`src/rtl/core_parallel_to_serial_stream.sv`:
```
// Double-buffered parallel-to-serial converter: an ACTIVE word shifts out as beats of
// Lanes elements while a PENDING word waits, so consecutive words stream without a bubble.
module core_parallel_to_serial_stream #(
    parameter int Bits     = 8,
    parameter int Length   = 16,
    parameter int Lanes    = 1,
    parameter bit MsbFirst = 1'b0
) (
    input  logic                          clk_i,
    input  logic                          rst_i,
    input  logic                          flush_i,
    input  logic                          load_valid_i,
    output logic                          load_ready_o,
    input  logic [Bits-1:0]               load_data_i [Length-1:0],
    input  logic [$clog2(Length+1)-1:0]   load_count_i,
    output logic                          out_valid_o,
    input  logic                          out_ready_i,
    output logic [Bits*Lanes-1:0]         out_data_o,
    output logic [Lanes-1:0]              out_keep_o,
    output logic                          out_last_o,
    output logic                          busy_o
);

    localparam int CountW = $clog2(Length + 1);
    localparam int BeatW  = $clog2(Length / Lanes + 1);
    localparam int IdxW   = (Length > 1) ? $clog2(Length) : 1;

    logic                act_valid, pend_valid;
    logic [Bits-1:0]     act_word  [Length-1:0];
    logic [Bits-1:0]     pend_word [Length-1:0];
    logic [CountW-1:0]   act_count, pend_count, in_count;
    logic [BeatW-1:0]    act_beat, act_nb, pend_nb;
    logic                beat_fire, last_fire, load_fire, load_keep, to_active, to_pend;

    function automatic logic [BeatW-1:0] beats_for(input logic [CountW-1:0] c);
        return BeatW'((int'(c) + Lanes - 1) / Lanes);
    endfunction

    assign in_count  = (load_count_i > CountW'(Length)) ? CountW'(Length) : load_count_i;
    assign beat_fire = act_valid & out_ready_i;
    assign last_fire = beat_fire & (act_beat == act_nb - BeatW'(1));
    // The slot is free only when nothing is pending, so an accepted load never races a handoff.
    assign load_fire = load_valid_i & ~pend_valid & ~flush_i;
    assign load_keep = load_fire & (in_count != '0);
    assign to_active = load_keep & (~act_valid | last_fire);
    assign to_pend   = load_keep & ~to_active;

    // NOTE: sequential state uses non-blocking assignments so every register samples pre-edge values.
    always_ff @(posedge clk_i or posedge rst_i) begin
        if (rst_i) begin
            act_valid  <= 1'b0;
            pend_valid <= 1'b0;
            act_count  <= '0;
            pend_count <= '0;
            act_beat   <= '0;
            act_nb     <= '0;
            pend_nb    <= '0;
        end else if (flush_i) begin
            act_valid  <= 1'b0;
            pend_valid <= 1'b0;
            act_count  <= '0;
            pend_count <= '0;
            act_beat   <= '0;
            act_nb     <= '0;
            pend_nb    <= '0;
        end else begin
            if (last_fire && pend_valid) begin
                act_valid  <= 1'b1;
                act_count  <= pend_count;
                act_nb     <= pend_nb;
                act_beat   <= '0;
                pend_valid <= 1'b0;
                pend_count <= '0;
                pend_nb    <= '0;
            end else if (to_active) begin
                act_valid <= 1'b1;
                act_count <= in_count;
                act_nb    <= beats_for(in_count);
                act_beat  <= '0;
            end else if (last_fire) begin
                act_valid <= 1'b0;
                act_count <= '0;
                act_nb    <= '0;
                act_beat  <= '0;
            end else if (beat_fire) begin
                act_beat <= act_beat + BeatW'(1);
            end

            if (to_pend) begin
                pend_valid <= 1'b1;
                pend_count <= in_count;
                pend_nb    <= beats_for(in_count);
            end
        end
    end

    // NOTE: word storage has no reset; the valid flags gate every use, so clearing it buys nothing.
    always_ff @(posedge clk_i) begin
        if (last_fire && pend_valid) begin
            act_word <= pend_word;
        end else if (to_active) begin
            act_word <= load_data_i;
        end
        if (to_pend) begin
            pend_word <= load_data_i;
        end
    end

    always_comb begin
        int e;
        int idx;
        e          = 0;
        idx        = 0;
        out_data_o = '0;
        out_keep_o = '0;
        if (act_valid) begin
            for (int j = 0; j < Lanes; j++) begin
                e = int'(act_beat) * Lanes + j;
                if (e < int'(act_count)) begin
                    idx = MsbFirst ? (Length - 1 - e) : e;
                    out_data_o[j*Bits +: Bits] = act_word[IdxW'(idx)];
                    out_keep_o[j]              = 1'b1;
                end
            end
        end
    end

    assign out_valid_o  = act_valid;
    assign out_last_o   = act_valid & (act_beat == act_nb - BeatW'(1));
    assign busy_o       = act_valid | pend_valid;
    assign load_ready_o = ~pend_valid;

endmodule

```
`config.mk`:
```
export PLATFORM = sky130hd
export DESIGN_NAME = core_parallel_to_serial_stream
export DESIGN_NICKNAME = d
export VERILOG_FILES = /design/src/rtl/core_parallel_to_serial_stream.sv
export SDC_FILE = /design/constraint.sdc
export NUM_CORES = 1
export LEC_CHECK = 0
export CORE_MARGIN = 5
export CORE_UTILIZATION = 50
export DETAILED_ROUTE_END_ITERATION = 6
export PLACE_DENSITY = 0.8
export SETUP_SLACK_MARGIN = 0.15
export SYNTH_ARGS = -nofsm -noshare
export SYNTH_HDL_FRONTEND = slang
export SYNTH_SLANG_ARGS = --single-unit
```
`constraint.sdc`:
```
create_clock -name clk_i -period 12.1 [get_ports clk_i]
set_input_delay 3.63 -clock clk_i [delete_from_list [all_inputs] [get_ports clk_i]]
set_output_delay 3.63 -clock clk_i [all_outputs]
set_load 0.01 [all_outputs]
```
==> results of run 1 <==
logic make-up (layout without fill, tap and decap cells):
group           after synthesis  after routing  synth area share, %
compound gates               30             30                 1.82
xor+xnor                      9              9                0.740
fa+ha+maj                     7              7                0.751
buf+inv                      44            221                 2.07
flops                       273            273                 69.6
mux                         174            174                 22.6
other cells                   0              2                    0
simple gates                 48             48                 2.46
state kept, by name, summed over array words and instances (netlist names):
name and cells:
act_word 128, pend_word 128, act_beat 5, act_count 5, pend_count 5, out_valid_o 1
pend_valid 1
critical path, stage by stage, from the launching register on:
cell and delay [ns]:
dfrtp_2 1.01, ha_1 0.38, nor2b_1 0.13, o21a_1 0.16, o21a_1 0.16, o21a_1 0.34, nor3b_1 0.48, clkdlybuf4s50_1 0.64
layout make-up:
type	instances	area (um2)
multi-input combinational	268	3340
sequential	273	8120
tap	313	392
fill	1546	8390
clock buffer	29	704
timing repair buffer	157	1550
inverter	12	45.0
antenna	2	5.00
clock inverter	23	231
metrics by stage:
stage / area, um2 / power [mW] / hold slack, ns / util [%]
after global placement: 13400 / 1.24 / 0.513 / 59.0
after detailed placement: 13400 / 1.25 / 0.533 / 59.0
final: 14400 / 2.09 / 0.535 / 63.2
after global routing: 14400 / 2.17 / 0.548 / 63.1
after floorplan: 11700 / 1.17 / 0.501 / -
after CTS: 14400 / 2.11 / 0.535 / 63.1
worst max-delay path by stage:
stage | slack, ns | startpoint | to
2_1_floorplan | 0.88 | out_ready_i | act_word[0]
3_3_place_gp | 4.29 | out_ready_i | act_word[24]
3_5_place_dp | 4.08 | out_ready_i | act_word[16]
4_1_cts | 4.61 | act_beat[1] | out_data_o[0]
5_1_grt | 4.36 | out_ready_i | act_word[32]
6_report | 4.64 | act_beat[1] | out_data_o[0]
metal layers:
| metal | vias to the layer above | wire length, um |
|---|---|---|
| li1 | 2659 | - |
| met1 | 2932 | 9330 |
| met2 | 156 | 12300 |
| met3 | 23 | 1270 |
| met4 | 0 | 433 |
| met5 | - | 0 |
report_power, final:
group	leakage, nW	switching (mW)	internal (mW)	total, mW
logic	1.96	0.0622	0.0854	0.148
clock network	0.464	0.355	0.510	0.865
registers	2.58	0.00961	1.07	1.08
synth_stat cells, types with 2 or more instances:
library cell  count  area, um2
buf_2            10       50.1
or3_1             2       12.5
mux2_4           60        901
edfxtp_1        256       7690
nand2_1           4       15.0
xor2_1            5       43.8
nor2b_1           9       56.3
buf_6             8       90.1
o21ai_0           7       35.0
mux4_2           40        901
ha_1              7       87.6
a21oi_1           7       35.0
o21a_1            3       22.5
nor3b_1           8       60.1
dfrtp_1          17        425
nand2b_1          7       43.8
xnor2_1           3       26.3
inv_1            11       41.3
clkbuf_1         11       41.3
o221ai_1          3       26.3
mux2_2           69        777
nor2_1            9       33.8
a31oi_1           2       12.5
buf_1             2       7.51
nand4_1           2       12.5
mux2_1            5       56.3
==> results.md, run 1 <==
- Max FO, Critical Path: 37
- Final Cycle Share: 61.6%
- RR Startpoint: act_beat[0]
- Row cnt: 55
- Ys Warns: 0
- CP required: 8.47 ns
- DIE AREA: 0.0265 mm2
- Global-route wire length before repair: 35600 um
- Peak supply drop: 0.113 mV
- Global routing's busiest layer: met2
- Critical Path End Type: output pin
- Slew headroom: 16.2%
- Synth cell types: 44
- Grt met1 use: 22.0%
- GRT Util Overall: 17.4%
- Initial Util: 51.2%
- DP Worst Slack: 4.08 ns
- Pin count of the biggest net entering global routing: 96
- Reg2Reg Capture Point: act_word[50]
- CTS buffer count: 28
- Die Wd: 163 um
- Met2 GRT Util: 30.7%
- Worst clock skew: 0.0254 ns
- Path depth of the worst reg2reg path: 9
- Clk slew on worst S/H paths: 0.06 ns
- Mapped Cells: 585
- Number of synthesized flops with an enable pin: 256
- Max-slew violation total from the final report: 0
- Layout cell share with drive strength beyond 1: 30.2%
- Setup violators final: 0
- Antenna-violating nets left: 0
- Commonest non-fill, non-tap cell in the layout: edfxtp_1
- Skew-Pair Late Insertion Delay: 0.55 ns
- Post-CTS setup buffers: 0
- Run status: finished, final reports clean
- Die H: 163 um
- Vias in the first global route: 6330
- Number of buffers added on ports: 150
- Hold path start: pend_word[121]
- Clock root cell: clkbuf_16
- Initial antenna violation count: 1
- Total Nets Final: 885
- Setup repair after global routing missed its margin: false
- Sequential share of the synthesized area: 69.6%
- Hold Crit Endpoint: act_word[121]
- Ports: 151
- Max-Cap Viols: 0
- Hold Crit Class: reg2reg
- #FFs+latches synth: 273
- Max Freq: 134 MHz
- Cts hold-fix bufs: 0
- CTS max path bufs: 3
- Type of origin of the critical path: flop
- Total Wirelength: 23300 um
- Post-synthesis cell area: 0.0117 mm2
- CP arrival: 3.83 ns
- Sum Neg Setup Slack: 0 ns
- DRC Markers: 0
- Ys flop type: edfxtp_1
- Period minus WS final: 7.46 ns
- Placeable Area: 0.0228 mm2
- Inst Count DP: 1023
- CTS resizes: 0
- Area delta synth->final: 23.4%
- M3 GR Usage: 3.57%
- CTS tree: built
- Reg2reg setup slack: 6.57 ns
- Global route total overflow: 0
- Power per Cell Area: 145 mW/mm2
- Final hold violations: 0
- WS Path Type: reg2out
- Sink Count: 273
- Finished Layout Cells: 1077
- Initial DRC Count: 349
- Vias/cell: 5.36
- WL/cell: 21.6 um
- H-tree levels: 1
- Vias: 5770
- Commonest cells after routing, fill and taps aside: edfxtp_1, clkdlybuf4s50_1, mux2_2, mux2_4, mux4_2
- Lkg Pwr: 5.00 nW
- Worst setup margin: 4.64 ns
- Worst Hold Path Cells: 1
- Ys async rst share: 6.23%
- Post-synthesis average cell area: 19.9 um2
- Worst-Margin Slew: 1.26 ns
- Placer congestion estimate: 0.811
- Mapped Nets: 730
- DR pass1 iterations: 6
- Post-DP HPWL: 15800 um
(Power assumes the default switching activity.)
==> run 2: changes to the inputs <==
==> constraint.sdc (replaced) <==
create_clock -name clk_i -period 6.3 [get_ports clk_i]
set_input_delay 1.89 -clock clk_i [delete_from_list [all_inputs] [get_ports clk_i]]
set_output_delay 1.89 -clock clk_i [all_outputs]
set_load 0.01 [all_outputs]
==> run 2 against run 1 <==
- cell area increased by 0.11%
- non-clock buffer count increased by 3
- first-iteration DRC count increased by 42%
- global-route usage increased by 0.75 points
- critical endpoint is now out_data_o[5]
- highest routed layer unchanged
==> results.md, run 2 (synthesis results as in run 1) <==
- CTS resizes: 0 (unchanged)
- Placer congestion estimate: 0.790 (-2.6%)
- Hold Crit Class: reg2reg
- Commonest cells after routing, fill and taps aside: edfxtp_1, clkdlybuf4s50_1, mux2_2, mux2_4, mux4_2
- Fin area: 0.0144 mm2 (+0.11%)
- Number of buffers added on ports: 150 (unchanged)
- CTS tree: built
- Critical Path End Type: output pin
- Max FO, Critical Path: 25 (-32%)
- WS Path Type: reg2out
- GRT Util Overall: 18.1% (+0.75 points)
- Vias/cell: 5.43 (+1.4%)
- Total Wirelength: 23900 um (+2.5%)
- Post-CTS setup buffers: 0 (unchanged)
- Final hold violations: 0 (unchanged)
- Period minus WS final: 5.43 ns
- Row cnt: 55 (unchanged)
- Vias in the first global route: 6288 (-0.66%)
- Area delta synth->final: 23.5%
- Biggest regs: act_word: 128 flops, pend_word: 128 flops
- Worst-Margin Slew: 1.24 ns (-0.0207 ns)
- Worst clock skew: 0.00767 ns (-0.0177 ns)
- CP required: 4.41 ns (-4.06 ns)
- Fill count: 1512 (-2.2%)
- Pin count of the biggest net entering global routing: 85 (-11%)
- Initial DRC Count: 494 (+42%)
- Run status: finished, final reports clean
- Layout cell share with drive strength beyond 1: 29.8% (-0.38 points)
- Setup violators final: 0 (unchanged)
- Max Freq: 184 MHz
- Placed Area: 0.0135 mm2 (+0.17%)
- Placeable Area: 0.0228 mm2 (unchanged)
- Die Wd: 163 um (unchanged)
- DIE AREA: 0.0265 mm2 (unchanged)
- Multi-input gate area: 0.00334 mm2 (unchanged)
- Peak supply drop: 0.174 mV (+54%)
- WL/cell: 22.2 um (+2.4%)
- DR pass1 iterations: 4 (-2)
- Antenna-violating nets left: 0 (unchanged)
- Die H: 163 um (unchanged)
- Final Cycle Share: 86.1%
- H-tree levels: 1 (unchanged)
- Max-slew violation total from the final report: 0 (unchanged)
- Vias: 5855 (+1.5%)
- Setup repair after global routing missed its margin: false
- Slew headroom: 17.6% (+1.4 points)
- CP arrival: 3.54 ns (-0.29 ns)
- Register area: 0.00812 mm2 (unchanged)
- Max-Cap Viols: 0 (unchanged)
- DRC Markers: 0 (unchanged)
- Initial Util: 51.2% (unchanged)
- Clock root cell: clkbuf_16
- Clk slew on worst S/H paths: 0.06 ns (about the same)
- Initial antenna violation count: 0 (-1)
- Cts hold-fix bufs: 0 (unchanged)
- Power per Cell Area: 280 mW/mm2 (+92%)
- Skew-Pair Late Insertion Delay: 0.53 ns (-0.02 ns)
- Commonest non-fill, non-tap cell in the layout: edfxtp_1
- Post-DP HPWL: 16500 um (+4.4%)
- Type of origin of the critical path: flop
- Ports: 151 (unchanged)
- CTS buffer count: 29 (+3.6%)
- Sink Count: 273 (unchanged)
- CTS max path bufs: 3 (unchanged)
- Sum Neg Setup Slack: 0 ns (unchanged)
- Total Nets Final: 889 (+0.45%)
- Antenna diode count: 0 (-2)
- Lkg Pwr: 5.02 nW (+0.24%)
- Global route total overflow: 0 (unchanged)
- Global-route wire length before repair: 37000 um (+3.8%)
==> run 2: cell type report <==
cell class	instances	share of cell area [%]
Clock inverter	19	1.35
Timing Repair Buffer	160	10.9
Tap cell	313	2.72
Multi-Input combinational cell	268	23.2
Inverter	12	0.313
Sequential cell	273	56.3
Clock buffer	33	5.14
==> run 2: power by group <==
group | switching, mW | leakage (nW) | internal, mW
clock network | 0.665 | 0.460 | 1.00
logic | 0.116 | 1.98 | 0.164
registers | 0.0239 | 2.58 | 2.06
==> run 2: through the flow <==
stage	cells	hold WS, ns	worst slack (ns)	utilization, %	total power [mW]
global placement	1026	0.529	1.37	59.1	2.39
global route	1078	0.559	0.628	63.2	4.18
CTS	1078	0.547	0.781	63.2	4.07
finish	1078	0.551	0.873	63.2	4.03
floorplan	585	0.501	0.217	-	2.24
detailed placement	1026	0.533	1.35	59.1	2.40
==> run 2: worst paths after layout <==
path                          startpoint       endpoint  slack (ns)  cells after the start
min                        pend_word[95]   act_word[95]        0.55                      1
max in group asynchronous          rst_i    act_beat[1]        4.06                      2
max reg2reg                  act_beat[0]   act_word[77]        2.41                      9
min in group asynchronous          rst_i   act_count[3]        1.76                      2
min reg2reg                pend_word[95]   act_word[95]        0.55                      1
max                          act_beat[0]  out_data_o[5]        0.87                      5
==> run 2: worst max-delay path, stage by stage, from the launching register on <==
cell and delay [ns]:
dfrtp_2 0.90, buf_4 0.38, mux4_2 0.52, mux4_2 0.48, nor3b_1 0.15, clkdlybuf4s50_1 0.55
==> run 2: metal layers <==
layer  wire length, um  GRT usage (%)  vias to the layer above
li1                  -              -                     2662
met1              9640           24.8                     2974
met2             12200           30.6                      187
met3              1550           2.96                       32
met4               498           4.73                        0
met5                 0              0                        -
